===== src/rtl/display_mode_ctrl_pkg.sv =====
// Shared constants and types for the display mode controller: screen
// encodings, VGA frame geometry, timeouts and the prompt-line window.
package display_mode_ctrl_pkg;

  typedef enum logic [1:0] {
    MODE_TITLE = 2'd0,
    MODE_PLAY  = 2'd1,
    MODE_WIN   = 2'd2
  } mode_e;

  // Last scan position of an 800x525 frame.
  localparam logic [9:0] H_LAST = 10'd799;
  localparam logic [9:0] V_LAST = 10'd524;

  // Frames spent on the WIN screen before falling back to TITLE.
  localparam logic [8:0] WIN_TIMEOUT = 9'd300;

  // Blink half-period in frames; must be a power of two.
  localparam int BLINK_FRAMES = 32;
  localparam int BLINK_W      = $clog2(BLINK_FRAMES);

  // Rows of the "press start" prompt on the title screen.
  localparam logic [9:0] PROMPT_Y0 = 10'd400;
  localparam logic [9:0] PROMPT_Y1 = 10'd415;

  localparam logic [7:0] RGB_BLACK = 8'h00;

  // True when a scan line belongs to the blinking prompt.
  function automatic logic in_prompt(input logic [9:0] y);
    return (y >= PROMPT_Y0) && (y <= PROMPT_Y1);
  endfunction

endpackage


===== src/rtl/display_mode_ctrl_if.sv =====
// Pixel-stream bundle between the VGA sync/layer logic and the mode
// controller.
//
// There is no valid/ready pair on this bus: pixel_tick is the only
// qualifier. A beat exists on each clk where pixel_tick=1; pixel_x,
// pixel_y, video_on and the layer colours are sampled on that edge and
// the colour for that beat appears on rgb_out right after it, holding
// until the next beat. The consumer can never stall the producer.
interface display_mode_ctrl_if;
  logic       pixel_tick;
  logic       video_on;
  logic [9:0] pixel_x;
  logic [9:0] pixel_y;
  logic [7:0] rgb_title;
  logic [7:0] rgb_maze;
  logic [7:0] rgb_win;
  logic [7:0] rgb_out;

  // Sync unit / layer side: produces the beat, receives the colour.
  modport master (
    output pixel_tick, video_on, pixel_x, pixel_y,
    output rgb_title, rgb_maze, rgb_win,
    input  rgb_out
  );

  // Mode controller side.
  modport slave (
    input  pixel_tick, video_on, pixel_x, pixel_y,
    input  rgb_title, rgb_maze, rgb_win,
    output rgb_out
  );
endinterface


===== src/rtl/display_mode_ctrl_frame_timer.sv =====
// Frame timing: detects the last pixel of each frame, emits a one-clk
// frame_tick after it, counts frames since the last screen change
// (saturating) and derives the slow blink square wave.
module display_mode_ctrl_frame_timer
  import display_mode_ctrl_pkg::*;
(
  input  logic       clk,
  input  logic       reset,       // synchronous, active low
  input  logic       pixel_tick,
  input  logic [9:0] pixel_x,
  input  logic [9:0] pixel_y,
  input  logic       clr_frames,  // screen is changing this clk
  output logic       frame_end,   // combinational: last pixel beat now
  output logic       frame_tick,
  output logic [8:0] frame_cnt,
  output logic       blink
);

  logic               frame_tick_q, frame_tick_d;
  logic [8:0]         frame_cnt_q, frame_cnt_d;
  logic [BLINK_W-1:0] blink_cnt_q, blink_cnt_d;
  logic               blink_q, blink_d;

  // Frame-end detect and next values of the frame and blink counters.
  always_comb begin
    frame_end    = pixel_tick && (pixel_x == H_LAST) && (pixel_y == V_LAST);
    frame_tick_d = frame_end;

    frame_cnt_d = frame_cnt_q;
    if (clr_frames) begin
      frame_cnt_d = '0;
    end else if (frame_end && (frame_cnt_q < WIN_TIMEOUT)) begin
      frame_cnt_d = frame_cnt_q + 9'd1;
    end

    blink_cnt_d = blink_cnt_q;
    blink_d     = blink_q;
    if (frame_end) begin
      blink_cnt_d = blink_cnt_q + BLINK_W'(1);
      if (blink_cnt_q == BLINK_W'(BLINK_FRAMES - 1)) begin
        blink_d = ~blink_q;
      end
    end
  end

  // Timer registers with synchronous active-low reset.
  always_ff @(posedge clk) begin
    if (!reset) begin
      frame_tick_q <= 1'b0;
      frame_cnt_q  <= '0;
      blink_cnt_q  <= '0;
      blink_q      <= 1'b0;
    end else begin
      frame_tick_q <= frame_tick_d;
      frame_cnt_q  <= frame_cnt_d;
      blink_cnt_q  <= blink_cnt_d;
      blink_q      <= blink_d;
    end
  end

  assign frame_tick = frame_tick_q;
  assign frame_cnt  = frame_cnt_q;
  assign blink      = blink_q;

endmodule


===== src/rtl/display_mode_ctrl.sv =====
// Screen sequencer for the maze game: TITLE -> PLAY -> WIN -> TITLE.
// Button and goal events are latched and only acted on at frame end so
// a screen never changes mid-frame. Also selects the visible layer and
// registers the pixel colour once per pixel beat.
module display_mode_ctrl
  import display_mode_ctrl_pkg::*;
(
  input  logic                 clk,
  input  logic                 reset,      // synchronous, active low
  display_mode_ctrl_if.slave   vid,
  input  logic                 start_btn,
  input  logic                 maze_done,
  output logic [1:0]           mode,
  output logic                 maze_en,
  output logic                 frame_tick,
  output logic                 blink
);

  logic       frame_end;
  logic [8:0] frame_cnt;
  logic       mode_chg;
  logic       start_evt;

  mode_e      mode_q, mode_d;
  logic       start_prev_q, start_prev_d;
  logic       start_pend_q, start_pend_d;
  logic       maze_pend_q, maze_pend_d;
  logic       maze_en_q, maze_en_d;
  logic [7:0] rgb_q, rgb_d;

  display_mode_ctrl_frame_timer frame_timer (
    .clk        (clk),
    .reset      (reset),
    .pixel_tick (vid.pixel_tick),
    .pixel_x    (vid.pixel_x),
    .pixel_y    (vid.pixel_y),
    .clr_frames (mode_chg),
    .frame_end  (frame_end),
    .frame_tick (frame_tick),
    .frame_cnt  (frame_cnt),
    .blink      (blink)
  );

  // Event capture and screen sequencing. Pending flags are consumed at
  // every frame end; an event landing on the frame-end clk itself is
  // kept for the following frame end.
  always_comb begin
    start_evt    = start_btn && !start_prev_q;
    start_prev_d = start_btn;
    start_pend_d = frame_end ? start_evt : (start_pend_q || start_evt);
    maze_pend_d  = frame_end ? maze_done : (maze_pend_q || maze_done);

    mode_d = mode_q;
    case (mode_q)
      MODE_TITLE: if (frame_end && start_pend_q) mode_d = MODE_PLAY;
      // Goal beats a simultaneous start; start alone is ignored here.
      MODE_PLAY:  if (frame_end && maze_pend_q) mode_d = MODE_WIN;
      // Leave on start, or on the frame end that completes the timeout.
      MODE_WIN:   if (frame_end && (start_pend_q ||
                                    (frame_cnt >= WIN_TIMEOUT - 9'd1)))
                    mode_d = MODE_TITLE;
      default:    mode_d = MODE_TITLE;
    endcase

    mode_chg  = (mode_d != mode_q);
    maze_en_d = (mode_d == MODE_PLAY);
  end

  // Pixel colour select, evaluated only on a pixel beat.
  always_comb begin
    rgb_d = rgb_q;
    if (vid.pixel_tick) begin
      if (!vid.video_on) begin
        rgb_d = RGB_BLACK;
      end else begin
        case (mode_q)
          MODE_TITLE: rgb_d = (!blink && in_prompt(vid.pixel_y)) ? RGB_BLACK
                                                                 : vid.rgb_title;
          MODE_PLAY:  rgb_d = vid.rgb_maze;
          MODE_WIN:   rgb_d = vid.rgb_win;
          default:    rgb_d = RGB_BLACK;
        endcase
      end
    end
  end

  // Sequencer state and registered outputs.
  always_ff @(posedge clk) begin
    if (!reset) begin
      mode_q       <= MODE_TITLE;
      start_prev_q <= 1'b0;
      start_pend_q <= 1'b0;
      maze_pend_q  <= 1'b0;
      maze_en_q    <= 1'b0;
      rgb_q        <= RGB_BLACK;
    end else begin
      mode_q       <= mode_d;
      start_prev_q <= start_prev_d;
      start_pend_q <= start_pend_d;
      maze_pend_q  <= maze_pend_d;
      maze_en_q    <= maze_en_d;
      rgb_q        <= rgb_d;
    end
  end

  assign mode        = mode_q;
  assign maze_en     = maze_en_q;
  assign vid.rgb_out = rgb_q;

endmodule


===== src/flat_wrapper.sv =====
// flat-port wrapper written by rule: the top's interface ports become plain ports
module display_mode_ctrl_flat import display_mode_ctrl_pkg::*;
  (clk, reset, start_btn, maze_done, mode, maze_en, frame_tick, blink, vid_pixel_tick, vid_video_on, vid_pixel_x, vid_pixel_y, vid_rgb_title, vid_rgb_maze, vid_rgb_win, vid_rgb_out);
  display_mode_ctrl_if vid_i ();
  input  logic clk;
  input  logic reset;
  input  logic start_btn;
  input  logic maze_done;
  output logic [1:0] mode;
  output logic maze_en;
  output logic frame_tick;
  output logic blink;
  input wire logic [$bits(vid_i.pixel_tick)-1:0] vid_pixel_tick;
  input wire logic [$bits(vid_i.video_on)-1:0] vid_video_on;
  input wire logic [$bits(vid_i.pixel_x)-1:0] vid_pixel_x;
  input wire logic [$bits(vid_i.pixel_y)-1:0] vid_pixel_y;
  input wire logic [$bits(vid_i.rgb_title)-1:0] vid_rgb_title;
  input wire logic [$bits(vid_i.rgb_maze)-1:0] vid_rgb_maze;
  input wire logic [$bits(vid_i.rgb_win)-1:0] vid_rgb_win;
  output wire logic [$bits(vid_i.rgb_out)-1:0] vid_rgb_out;
  assign vid_i.pixel_tick = vid_pixel_tick;
  assign vid_i.video_on = vid_video_on;
  assign vid_i.pixel_x = vid_pixel_x;
  assign vid_i.pixel_y = vid_pixel_y;
  assign vid_i.rgb_title = vid_rgb_title;
  assign vid_i.rgb_maze = vid_rgb_maze;
  assign vid_i.rgb_win = vid_rgb_win;
  assign vid_rgb_out = vid_i.rgb_out;
  display_mode_ctrl u_core (.clk(clk), .reset(reset), .vid(vid_i), .start_btn(start_btn), .maze_done(maze_done), .mode(mode), .maze_en(maze_en), .frame_tick(frame_tick), .blink(blink));
endmodule

===== config.mk =====
export PLATFORM = sky130hd
export DESIGN_NAME = display_mode_ctrl_flat
export DESIGN_NICKNAME = d
export VERILOG_FILES = /design/src/rtl/display_mode_ctrl_pkg.sv /design/src/rtl/display_mode_ctrl_if.sv /design/src/rtl/display_mode_ctrl_frame_timer.sv /design/src/rtl/display_mode_ctrl.sv /design/src/flat_wrapper.sv
export SDC_FILE = /design/constraint.sdc
export NUM_CORES = 1
export LEC_CHECK = 0
export ABC_AREA = 1
export CORE_ASPECT_RATIO = 1.2
export CORE_MARGIN = 2
export CORE_UTILIZATION = 40
export DETAILED_ROUTE_END_ITERATION = 7
export PLACE_DENSITY = 0.73
export SLEW_MARGIN = 20
export SYNTH_ARGS = -nofsm -noshare
export SYNTH_HDL_FRONTEND = slang
export SYNTH_SLANG_ARGS = --single-unit
export TNS_END_PERCENT = 100

===== constraint.sdc =====
create_clock -name clk -period 1.9 [get_ports clk]
set_input_delay 0.38 -clock clk [delete_from_list [all_inputs] [get_ports clk]]
set_output_delay 0.38 -clock clk [all_outputs]
set_load 0.01 [all_outputs]

* Word level (Yosys, flattened, before mapping)
Cells that the tools add are included.
Cells by class: $add $sub $neg 2, $mul 0, divide/modulo/power cells 0, order comparisons 4, equal/unequal tests 7, shifts and indexed selects 0, multiplexer cells 9, bitwise logic cells 2, reduce and logical (&&, ||, !) cells 17
Operators with widths (number):
- one-hot mux 8 bit (3 select lines) | 1
- equality test 10 bit (second input constant) | 2
- two-way mux 8 bit | 2
- >= comparator 10 x 9 -> 1 bit (second input constant) | 1
- less-or-equal comparator 10 x 9 -> 1 bit (second input constant) | 1
- adder 9 x 1 -> 9 bit (second input constant) | 1
- >= comparator 9 bit (second input constant) | 1
- logical AND 1 bit | 9
- < comparator 9 bit (second input constant) | 1
- two-way mux 2 bit | 3
- one-hot mux 2 bit (3 select lines) | 1
- adder 5 x 1 -> 5 bit (second input constant) | 1
- equality test 5 bit (second input constant) | 1
- equality test 2 x 1 -> 1 bit (second input constant) | 2
- logical OR 1 bit | 3
- equality test 2 bit (second input constant) | 1
- zero test 1 bit | 2
- zero test 2 bit | 1
- two-way mux 1 bit | 2
- != test 2 bit | 1
- inverter 1 bit | 2
- AND reduction 2 bit | 1
- OR reduction 2 bit | 1
Storage, ports and cells: flip-flop bits (word level) 30, latch bits 0, bits in writable memories 0, memory bits (read-only) 0, input bits 50, output and inout bits 13, word-level logic and storage cells 51, memories kept 0

* Logic depth before layout (Yosys ltp)
Gate-level depths: netlist (run 1).
word-level depth 8, mapped depth 11, depth with buffers taken out 11

* Modules after synthesis
From an unflattened synthesis (run 1), not the netlist that was laid out.
Unflattened totals: cell total of the unflattened synthesis 313, area total of the unflattened synthesis 1983.2 um2
Modules (own cells, without submodules):
- display_mode_ctrl_frame_timer | instances 1, cells an instance 161, area each 1064.8 um2, seq. area each 320.3 um2
- display_mode_ctrl | instances 1, cells an instance 152, area each 918.4 um2, seq. area each 280.3 um2

* Worst setup path before layout (run 1)
OpenSTA, ideal clock, no wires.
path type input to register, from in vid_pixel_y[8], to reg u_core.mode_q[0] (netlist: u_core.mode[0]), library setup time 0.132 ns, data arrival time 1.202 ns, data required time 1.768 ns, setup slack 0.565 ns, stages 11, buffers on the path 1, cell sequence inv_1 > nand2_1 > nor2_1 > nand2_2 > nor2_8 > nand2_4 > buf_6 > clkinv_4 > nand2_1 > nand2_1 > a21oi_1
Between the ends: cells in the longest elaborated chain, start to end 5, elaborated cells between the ends (all ways) 9, those cells by class eq/ne (1); mux (4); reduce/logical (4)
Ends and longest elaborated chain:
- start, declared | line flat_wrapper.sv:16 | input wire logic [$bits(vid_i.pixel_y)-1:0] vid_pixel_y;
- equality test 10 bit * | line display_mode_ctrl_frame_timer.sv:26 | frame_end = pixel_tick && (pixel_x == H_LAST) && (pixel_y == V_LAST);
- logical AND 1 bit * | line display_mode_ctrl_frame_timer.sv:26
- logical AND 1 bit, on equally long branches | line display_mode_ctrl.sv:59, display_mode_ctrl.sv:55, display_mode_ctrl.sv:57
- two-way mux 2 bit, on equally long branches | line display_mode_ctrl.sv:59, display_mode_ctrl.sv:55, display_mode_ctrl.sv:57
- one-hot mux 2 bit (3 select lines) * | line display_mode_ctrl.sv:54 | case (mode_q)
- end signal, assigned | line display_mode_ctrl.sv:97 | mode_q <= mode_d;
- end, declared | line display_mode_ctrl.sv:24 | mode_e mode_q, mode_d;
Mark *: on every way between the ends. The rest lies on a longest branch, timed or not. A chain may end at the register's enable or synchronous reset.

* Worst setup path in the final report (run 1)
from reg u_core.mode_q[1] (netlist: u_core.mode[1]), to out mode[1]
RTL lines:
- end, declared | line flat_wrapper.sv:9 | output logic [1:0] mode;
No word-level cell between the ends.

==> results of run 1 <==
## how the worst max path moves through the flow
stage	endpoint	from	cells past startpoint	slack [ns]
2_1_floorplan	u_core.mode[0]	vid_pixel_y[8]	11	0.57
3_3_place_gp	u_core.frame_timer.frame_cnt[5]	vid_pixel_x[1]	10	0.003
3_5_place_dp	u_core.frame_timer.frame_cnt[4]	vid_pixel_y[9]	11	-0.05
4_1_cts	mode[1]	u_core.mode[1]	1	0.21
5_1_grt	u_core.frame_timer.frame_cnt[5]	vid_pixel_y[9]	11	0.07
6_report	mode[1]	u_core.mode[1]	1	0.21
## where the power goes
part	switching (mW)	total (mW)	internal, mW
registers	0.00646	0.647	0.640
logic	0.0669	0.192	0.125
clock network	0.239	0.658	0.419
## cell type report
class                           count  area (um2)  share of cell area (%)
Clock buffer                        6        82.6                    3.14
Clock inverter                      1        30.0                    1.14
Inverter                           42         163                    6.18
Multi-Input combinational cell    197         992                    37.7
Sequential cell                    30         601                    22.8
Tap cell                           56        70.1                    2.66
Timing Repair Buffer               72         696                    26.4
## logic make-up after synthesis
group,after synthesis
xor gates and xnor gates,4
AOI/OAI and AO/OA,31
adders and majority gates,3
buffers and inverters,44
DFF,30
and+or+nand+nor,159
## per-layer routing
| layer | global-route usage (%) | vias up |
|---|---|---|
| met5 | 0 | - |
| met4 | 7.66 | 0 |
| met3 | 5.13 | 7 |
| met2 | 30.3 | 48 |
| met1 | 22.4 | 795 |
| li1 | - | 1013 |
## cells in the final DEF, fill, tap and decap left out, types with 2 or more instances in the layout
master,synthesis,final
nor2_2,3,3
o21ai_0,4,4
a21oi_1,19,19
a22o_1,8,8
clkbuf_8,0,6
nand3_1,25,25
ha_1,3,3
nor2_1,29,29
nand4_1,5,5
nor2_8,2,2
xor2_1,2,2
nand2_1,81,81
clkdlybuf4s50_1,0,62
inv_1,39,39
xnor2_1,2,2
nand2_2,2,2
dfxtp_1,30,30
buf_4,0,10
nand2_4,2,2
nor3_1,8,8
## through the flow
stage          total power, mW  setup TNS, ns  hold WS [ns]
4_1_cts                   1.51              0         0.423
5_1_grt                   1.55              0         0.433
3_3_place_gp             0.852              0         0.405
3_5_place_dp             0.853         -0.171         0.414
2_1_floorplan            0.714              0         0.399
6_report                  1.50              0         0.417
## synth_stat cells (all sizes together)
cell type | count | area share, %
dfxtp | 30 | 34
buf | 1 | 0.64
clkinv | 2 | 0.71
nand4 | 5 | 1.8
inv | 40 | 8.5
a21oi | 19 | 5.4
clkbuf | 1 | 0.21
xor2 | 2 | 0.99
nand2 | 85 | 19
nand3b | 1 | 1.1
o21ai | 4 | 1.1
a22o | 8 | 4.0
nor2 | 35 | 10
xnor2 | 2 | 0.99
nand3 | 25 | 7.1
nor3 | 8 | 2.3
ha | 3 | 2.1
## registers in the layout (all words and copies together) (netlist names)
| register | flops |
|---|---|
| u_core.frame_timer.blink | 1 |
| u_core.frame_timer.blink_cnt_q | 5 |
| u_core.frame_timer.frame_cnt | 9 |
| u_core.frame_timer.frame_tick | 1 |
| u_core.maze_en | 1 |
| u_core.maze_pend_q | 1 |
| u_core.mode | 2 |
| u_core.start_pend_q | 1 |
| u_core.start_prev_q | 1 |
| u_core.vid.rgb_out | 8 |
==> reports/metrics.cfg, run 1 <==
[timing]
layout_setup_ws_ns = 0.207
rsz0062_at_grt = no
slew_viol_final = 0
worst_clock_skew_ns = 0.00350
setup_viol = 0
period_share_pct = 89.1
tightest_slew_ns = 0.310
hold_viol_final = 0
maxSlewHeadroom_pct = 79.2
fin_crit_ns = 1.69
timing.fmax_mhz = 591

[setup_path]
cp_slowest_cell = clkdlybuf4s50_1
r2r_slack_ns = 0.49
regToRegStartpoint = u_core.frame_timer.frame_cnt[5]
cp-start-kind = flop
worstPathCellList = clkdlybuf4s50_1
r2r-end = u_core.frame_timer.frame_cnt[4]
cp.required_ns = 1.52
cp-end-kind = output pin
critPathKind = reg -> out
cpPeakStageDelay_ns = 0.59
critical_path_buf_inv_count = 1
cp_max_fo = 6
critPathTopFamily = buffers and inverters
cp_data_arrival_time_ns = 1.31
rr_worst_depth = 9

[routing]
route.met2.wl_um = 1990
vias = 1863
wl_per_cell_um = 10.9
first_pass_iters = 4
wl_met3_um = 270
viasPerCell = 4.61
totalWireLength_um = 4400
top_layer = met4
drc = 0
drt-initial-drc-count = 81
drtAntennaViolNets = 0
met1Wirelength_um = 2060

[floorplan]
rows = 26
die_h_um = 76.9
chipWidth_um = 64.7
ios = 63
dieArea_um2 = 4980
core_area_um2 = 4260
start_util_pct = 41.5

[cells_and_area]
drive_gt1_share_pct = 8.62
fin_cells = 404
n_fill_cell = 415
antenna_cells = 0
syn_to_final_growth_pct = 48.8
finalNetCount = 401
utilization_pct = 61.8
finalInstanceArea_um2 = 2630

[grt]
overflow = 0
antenna_found_initial = 0
grt_pass1_vias = 1688
grt_pass1_wl_um = 7320
grt_usage_pct = 18.5
grt_max_degree = 12

[logic_synthesis]
netlist_area_um2 = 1770
syn_avg_cell_area_um2 = 6.53
synthAdderAreaFrac_pct = 2.12
synth_top_family_by_area = simple AND/OR/NAND/NOR gates
synth-compound-area-share_pct = 10.5
synthXorXnorAreaFrac_pct = 1.98
synth_fp_nets = 324
ys_seq_elements = 30
ys_types = 24
synth_cells = 271
synth_mux_area_share_pct = 0
yosys_warnings = 0
ys_seq_area_share_pct = 33.9
yosys.area_share.simple_pct = 41.5

[hold_path]
whs_path_depth = 1
worstHoldEndpoint = u_core.start_pend_q
hp-class = reg -> reg
worstHoldStart = u_core.start_prev_q

[clock_tree]
path_clk_slew_ns = 0.06
cts_sinks = 30
ctsRootBufferMaster = clkbuf_8
h-tree-depth = 2
cts_tree = yes
post_cts_resized = 0
cts_buffers = 5
worstSkewPairLatency_ns = 0.28
postCtsSetupBuffers = 0
hold_buffers = 0
ctsLongestPathBuffers = 2

[run]
cap_violations = 0

[place]
dp_cells = 397
pre_cts_ws_ns = -0.0452
gp_congestion = 0.874
place_hpwl_um = 3390
portBuffers = 62
placed_area_um2 = 2520

[pwr]
power.density_nw_per_um2 = 568
leakage_nw = 1.15
ir_drop_mv = 0.418

[outcome]
status = finished clean

Power figures use the tool's default switching activity.
==> run 2, diff against run 1 <==
SLEW_MARGIN = 10   (was 20)
==> results of run 2 <==
No change in the layout: final DEF, timing and power equal those of run 1.
